## config.mk

```make
export PLATFORM = sky130hd
export DESIGN_NAME = keyboard_hex_entry
export DESIGN_NICKNAME = d
export VERILOG_FILES = /design/src/rtl/keyboard_hex_entry_pkg.sv /design/src/rtl/keyboard_hex_entry_decoder.sv /design/src/rtl/keyboard_hex_entry.sv
export SDC_FILE = /design/constraint.sdc
export NUM_CORES = 1
export LEC_CHECK = 0
export ABC_AREA = 1
export CAP_MARGIN = 20
export CORE_MARGIN = 4
export CORE_UTILIZATION = 54
export DETAILED_ROUTE_END_ITERATION = 10
export GPL_ROUTABILITY_DRIVEN = 0
export HOLD_SLACK_MARGIN = 0.02
export PLACE_DENSITY = 0.77
export SLEW_MARGIN = 40
export SYNTH_ARGS = -nofsm -noshare
export SYNTH_HDL_FRONTEND = slang
export SYNTH_SLANG_ARGS = --single-unit
export TNS_END_PERCENT = 50
```

## constraint.sdc

```tcl
create_clock -name clk -period 2.3 [get_ports clk]
set_input_delay 0.575 -clock clk [delete_from_list [all_inputs] [get_ports clk]]
set_output_delay 0.575 -clock clk [all_outputs]
set_load 0.01 [all_outputs]
```

## src/rtl/keyboard_hex_entry_pkg.sv

```systemverilog
// Shared scan-code constants, prefix-FSM state type and the hex-key membership
// test used by keyboard_hex_entry.
package keyboard_pkg;

  localparam logic [7:0] KC_E0    = 8'hE0;
  localparam logic [7:0] KC_F0    = 8'hF0;
  localparam logic [7:0] KC_ENTER = 8'h5A;
  localparam logic [7:0] KC_BKSP  = 8'h66;
  localparam logic [7:0] KC_ESC   = 8'h76;

  typedef enum logic [1:0] {
    IDLE,
    EXT,
    BRK,
    EXT_BRK
  } pfx_state_e;

  // Main-row 0-9 then A-F, index equals the digit value.
  localparam logic [0:15][7:0] MAIN_HEX = {
    8'h45, 8'h16, 8'h1E, 8'h26, 8'h25, 8'h2E, 8'h36, 8'h3D,
    8'h3E, 8'h46, 8'h1C, 8'h32, 8'h21, 8'h23, 8'h24, 8'h2B
  };

  localparam logic [0:9][7:0] PAD_HEX = {
    8'h70, 8'h69, 8'h72, 8'h7A, 8'h6B, 8'h73, 8'h74, 8'h6C, 8'h75, 8'h7D
  };

  function automatic logic is_hex(input logic [7:0] code);
    logic hit;
    hit = 1'b0;
    for (int i = 0; i < 16; i++) if (MAIN_HEX[i] == code) hit = 1'b1;
    for (int i = 0; i < 10; i++) if (PAD_HEX[i] == code) hit = 1'b1;
    return hit;
  endfunction

endpackage

```

## src/rtl/keyboard_hex_entry_decoder.sv

```systemverilog
// Scan-code to hex-digit decoder; unknown codes decode to 0, so callers must
// qualify the result with a separate hex-key flag.
module keyboard_decoder (
  input  logic [7:0] code,
  output logic [3:0] digit
);

  always_comb begin
    digit = 4'h0;
    case (code)
      8'h45, 8'h70: digit = 4'h0;
      8'h16, 8'h69: digit = 4'h1;
      8'h1E, 8'h72: digit = 4'h2;
      8'h26, 8'h7A: digit = 4'h3;
      8'h25, 8'h6B: digit = 4'h4;
      8'h2E, 8'h73: digit = 4'h5;
      8'h36, 8'h74: digit = 4'h6;
      8'h3D, 8'h6C: digit = 4'h7;
      8'h3E, 8'h75: digit = 4'h8;
      8'h46, 8'h7D: digit = 4'h9;
      8'h1C:        digit = 4'hA;
      8'h32:        digit = 4'hB;
      8'h21:        digit = 4'hC;
      8'h23:        digit = 4'hD;
      8'h24:        digit = 4'hE;
      8'h2B:        digit = 4'hF;
      default:      digit = 4'h0;
    endcase
  end

endmodule

```

## src/rtl/keyboard_hex_entry.sv

```systemverilog
// Turns raw PS/2 scan-code bytes into an editable hex entry register and hands
// committed values downstream over a valid/ready slot.
module keyboard_hex_entry
  import keyboard_pkg::*;
#(
  parameter  int DIGITS = 4,
  localparam int W      = 4 * DIGITS,
  localparam int CW     = $clog2(DIGITS + 1)
) (
  input  logic          clk,
  input  logic          rst,
  input  logic [7:0]    kcode,
  input  logic          kvalid,
  output logic [W-1:0]  value,
  output logic [CW-1:0] count,
  output logic [W-1:0]  out_data,
  output logic          out_valid,
  input  logic          out_ready,
  output logic          err
);

  pfx_state_e    state_q, state_d;
  logic [8:0]    held_q, held_d;
  logic          held_valid_q, held_valid_d;
  logic [W-1:0]  value_q, value_d;
  logic [CW-1:0] count_q, count_d;
  logic [W-1:0]  out_data_q, out_data_d;
  logic          out_valid_q, out_valid_d;
  logic          err_q, err_d;

  logic          ev_make, ev_rel, ev_ext;
  logic [8:0]    key;
  logic [3:0]    dec_digit;
  logic [3:0]    hex_digit;
  logic          key_is_hex;
  logic          repeat_key;
  logic          slot_free;

  keyboard_decoder u_dec (
    .code  (kcode),
    .digit (dec_digit)
  );

  assign key_is_hex = is_hex(kcode);
  assign hex_digit  = key_is_hex ? dec_digit : 4'h0;
  assign key        = {ev_ext, kcode};
  assign repeat_key = held_valid_q && (held_q == key);
  // An enter may land in the same cycle the current slot is being accepted.
  assign slot_free  = !out_valid_q || out_ready;

  always_comb begin
    state_d      = state_q;
    ev_make      = 1'b0;
    ev_rel       = 1'b0;
    ev_ext       = 1'b0;
    if (kvalid) begin
      case (state_q)
        IDLE: begin
          if (kcode == KC_F0)      state_d = BRK;
          else if (kcode == KC_E0) state_d = EXT;
          else                     ev_make = 1'b1;
        end
        EXT: begin
          ev_ext = 1'b1;
          if (kcode == KC_F0) state_d = EXT_BRK;
          else begin
            ev_make = 1'b1;
            state_d = IDLE;
          end
        end
        BRK: begin
          ev_rel  = 1'b1;
          state_d = IDLE;
        end
        EXT_BRK: begin
          ev_ext  = 1'b1;
          ev_rel  = 1'b1;
          state_d = IDLE;
        end
        default: state_d = IDLE;
      endcase
    end
  end

  always_comb begin
    held_d       = held_q;
    held_valid_d = held_valid_q;
    value_d      = value_q;
    count_d      = count_q;
    out_data_d   = out_data_q;
    out_valid_d  = out_valid_q;
    err_d        = 1'b0;

    if (out_valid_q && out_ready) out_valid_d = 1'b0;

    if (ev_rel && repeat_key) held_valid_d = 1'b0;

    if (ev_make && !repeat_key) begin
      held_d       = key;
      held_valid_d = 1'b1;
      if (!ev_ext && key_is_hex) begin
        if (count_q != CW'(DIGITS)) begin
          value_d = (value_q << 4) | W'(hex_digit);
          count_d = count_q + CW'(1);
        end else begin
          err_d = 1'b1;
        end
      end else if (!ev_ext && kcode == KC_BKSP) begin
        if (count_q != '0) begin
          value_d = value_q >> 4;
          count_d = count_q - CW'(1);
        end
      end else if (!ev_ext && kcode == KC_ESC) begin
        value_d = '0;
        count_d = '0;
      end else if (kcode == KC_ENTER && count_q != '0) begin
        if (slot_free) begin
          out_data_d  = value_q;
          out_valid_d = 1'b1;
          value_d     = '0;
          count_d     = '0;
        end else begin
          err_d = 1'b1;
        end
      end
    end
  end

  always_ff @(posedge clk or posedge rst) begin
    if (rst) begin
      state_q      <= IDLE;
      held_q       <= '0;
      held_valid_q <= 1'b0;
      value_q      <= '0;
      count_q      <= '0;
      out_data_q   <= '0;
      out_valid_q  <= 1'b0;
      err_q        <= 1'b0;
    end else begin
      state_q      <= state_d;
      held_q       <= held_d;
      held_valid_q <= held_valid_d;
      value_q      <= value_d;
      count_q      <= count_d;
      out_data_q   <= out_data_d;
      out_valid_q  <= out_valid_d;
      err_q        <= err_d;
    end
  end

  assign value     = value_q;
  assign count     = count_q;
  assign out_data  = out_data_q;
  assign out_valid = out_valid_q;
  assign err       = err_q;

endmodule

```

==> impl_metrics.py, run 1 <==
metrics = {
    "global_route": {
        "grt_pass1_wl_um": 15200,
        "grt_pass1_vias": 3215,
        "grtUsageTotal_pct": 26.2,
        "gr-total-overflow": 0,
        "grt_max_degree": 36,
        "antenna_found_initial": 0,
    },
    "routing": {
        "drc": 0,
        "wirelength_um": 9530,
        "drt_first_pass_iters": 6,
        "antenna_left": 0,
        "avgViaCountPerCell": 5.62,
        "routedWlPerCell_um": 15.4,
        "dr_total_vias": 3479,
        "initialDrtViolationCount": 466,
    },
    "place": {
        "placed_area_um2": 4140,
        "hpwl_um": 6670,
        "numPortBuffers": 48,
    },
    "critical_path": {
        "r2r-end": "value[12]",
        "cp-end-kind": "flip-flop",
        "worst_ep_required_time_ns": 2.54,
        "crit_arrival_ns": 2.54,
        "worstSetupPathType": "in2reg",
        "start_kind": "primary input",
        "rr_startpoint": "count[0]",
        "path_max_fanout": 9,
        "r2r_cells": 11,
        "regToRegSetupSlack_ns": 0.29,
    },
    "cells_and_area": {
        "drive_gt1_share_pct": 24.5,
        "stdcell_area_um2": 4380,
        "num-nets-final": 561,
        "num-fill-cells": 389,
        "syn2layout_area_growth_pct": 42.7,
        "diodes": 0,
        "final_core_util_pct": 79.6,
    },
    "pwr": {
        "vdd_drop_max_mv": 0.586,
        "seqPwrFrac_pct": 39.2,
        "p_int_mw": 2.13,
        "p_leak_nw": 2.16,
        "p_total_mw": 3.48,
        "p_per_area_nw_per_um2": 795,
        "p_sw_mw": 1.35,
        "power_frac_comb_pct": 45.4,
        "power_switching_share_pct": 38.8,
        "power.share.clock_pct": 15.4,
    },
    "synth": {
        "synth_edf_count": 0,
        "synth_seq_cells": 49,
        "synth_top_area_share_pct": 40.0,
        "netlist_area_um2": 3070,
        "synthTopCellsByArea": "dfrtp_1, nand2_1, nand3_1, o21ai_0, inv_1",
        "yosysMostFrequentCell": "nand2_1",
        "synth_area_per_cell_um2": 7.20,
        "synth_flop_cell": "dfrtp_1",
        "synth_top_area_cell": "dfrtp_1",
        "synthTopCellsByCount": "nand2_1, dfrtp_1, nand3_1, o21ai_0, inv_1",
        "synth_seq_area_share_pct": 40.0,
        "ys_types": 38,
        "syn_inst": 426,
        "syn-num-nets": 441,
        "async_flop_share_pct": 100,
        "ys.warnings.count": 0,
    },
    "die": {
        "io_pins": 49,
        "start_util_pct": 55.7,
        "fp.dieW_um": 83.4,
        "fp-row-count": 27,
        "die-height_um": 83.4,
        "core_area_um2": 5510,
        "die-area_um2": 6950,
    },
    "cts": {
        "cts_hold_buffers": 0,
        "clock_latency_ns": 0.31,
        "cts_made_buffers": 5,
        "tritoncts": "built",
        "cts_root_buf": "clkbuf_8",
        "clock-sinks": 49,
        "clk_pin_slew_ns": 0.09,
        "htree_levels": 2,
        "cts.path.max_buffers": 2,
    },
    "sta": {
        "fmax_mhz": 436,
        "skew_ns": 0.0168,
        "period_minus_slack_ns": 2.30,
        "hold_viol_final": 0,
        "tightest_slew_ns": 0.357,
        "final_max_slew_viol_count": 0,
        "slew_headroom_pct": 76.2,
        "setup_viol": 0,
        "min_period_over_period_pct": 99.8,
    },
    "worst_hold_path": {
        "hold_end": "out_data[5]",
        "whs_path_depth": 2,
        "min-delay-start": "out_data[5]",
        "hp-class": "reg2reg",
    },
    "flow_run": {
        "max_cap_viol_count": 0,
    },
    "run_status": {
        "status": "finished, final reports clean",
    },
}
[flip-flops by register name (all words and copies together), names as in the netlist]
name          cells
held_q            9
held_valid_q      1
out_data         16
out_valid         1
err               1
count             3
value            16
state_q           2
[power by group through the flow]
stage	Clock (mW)	Combinational (mW)	Sequential [mW]
after detailed placement	0	1.51	1.38
after global routing	0.593	1.72	1.41
after global placement	0	1.48	1.36
after CTS	0.551	1.53	1.36
after floorplan	0	0.723	1.42
final	0.535	1.58	1.37
[worst max-delay path, stage by stage]
cell	delay, ns
clkbuf_2	0.24
inv_2	0.10
nor2_1	0.24
nand2_1	0.12
nand2_1	0.08
nand2_1	0.06
nand2_1	0.08
nor2_2	0.05
nand3_4	0.11
nand2_4	0.06
buf_4	0.15
a21oi_4	0.29
clkbuf_16	0.21
nand3_1	0.08
nand2_1	0.08
[cells by family after synthesis]
family,share of synthesized area [%]
AO/OA/AOI/OAI,16.8
XOR/XNOR,1.43
AND/OR/NAND/NOR,31.4
buffers and inverters,9.17
adder cells (fa/ha/maj),1.22
flip-flops,40.0
[cells in the final DEF (no fill, tap or decap), types with 2 or more instances in the layout]
master           Yosys  final
a21oi_1              5      4
a21oi_2              1      2
buf_12               0      3
buf_4                4     73
buf_6                3      3
clkbuf_16            0      2
clkbuf_2             0      5
clkbuf_8             0      5
clkdlybuf4s50_1      0     40
clkinvlp_4           0      2
dfrtp_1             49     49
dlymetal6s2s_1       0      3
ha_1                 3      3
inv_1               38     37
inv_2                8      8
nand2_1            124    122
nand2_2              2      3
nand2_4              1      2
nand3_1             48     48
nand4_1              5      5
nor2_1              31     21
nor2_2               4      9
nor2_4               1      6
nor3_2               1      2
o211ai_1             2      2
o21ai_0             43     43
o21ai_1              4      3
o21bai_1            19     19
o22ai_1              4      4
xnor2_1              2      2
xor2_1               3      3
[how the worst max path moves through the flow]
stage	from	endpoint	slack [ns]
final	kcode[0]	value[12]	0.005
after global routing	kcode[0]	value[1]	-0.08
after CTS	kcode[1]	out_data[13]	0.008
after detailed placement	kcode[3]	value[6]	-0.45
after global placement	kcode[3]	count[2]	-0.47
after floorplan	kcode[2]	value[0]	0.20
[per-layer routing]
metal / global-route usage, % / share of wire, % / vias up
li1: - / - / 1628
met1: 36.6 / 44 / 1622
met2: 42.6 / 47 / 195
met3: 4.17 / 7.1 / 34
met4: 6.39 / 2.7 / 0
met5: 0 / 0 / -
[through the flow]
step           std cells  worst slack [ns]  hold WS, ns  TNS (ns)
2_1_floorplan        426             0.204        0.467         0
3_3_place_gp         606            -0.474        0.466    -18.96
3_5_place_dp         606            -0.453        0.474    -18.77
4_1_cts              614           0.00757        0.497         0
5_1_grt              619           -0.0831        0.532    -0.894
6_report             619           0.00488        0.491         0
[area by class of cell]
class | instances | area (um2) | area share, %
Multi-Input combinational cell | 314 | 1630 | 37.3
Clock buffer | 5 | 68.8 | 1.57
Tap cell | 72 | 90.1 | 2.06
Clock inverter | 3 | 26.3 | 0.600
Inverter | 47 | 180 | 4.11
Timing Repair Buffer | 129 | 1150 | 26.4
Sequential cell | 49 | 1230 | 28.0
[what timing repair did]
item                       4_1_cts  5_1_grt
setup endpoints to repair       44       39
cloned                           0        3
pin swaps                        0        8
gates resized for setup         12       31
buffers inserted                 0        2
(Power assumes the default switching activity.)
==> inputs of run 2 (changes only) <==
--- a/config.mk
+++ b/config.mk
@@ -9,6 +9,7 @@
 export CAP_MARGIN = 20
 export CORE_MARGIN = 4
 export CORE_UTILIZATION = 54
+export CTS_CLUSTER_SIZE = 8
 export DETAILED_ROUTE_END_ITERATION = 10
 export GPL_ROUTABILITY_DRIVEN = 0
 export HOLD_SLACK_MARGIN = 0.02
==> results of run 2 <==
Final layout, timing and power as in run 1 (identical DEF).
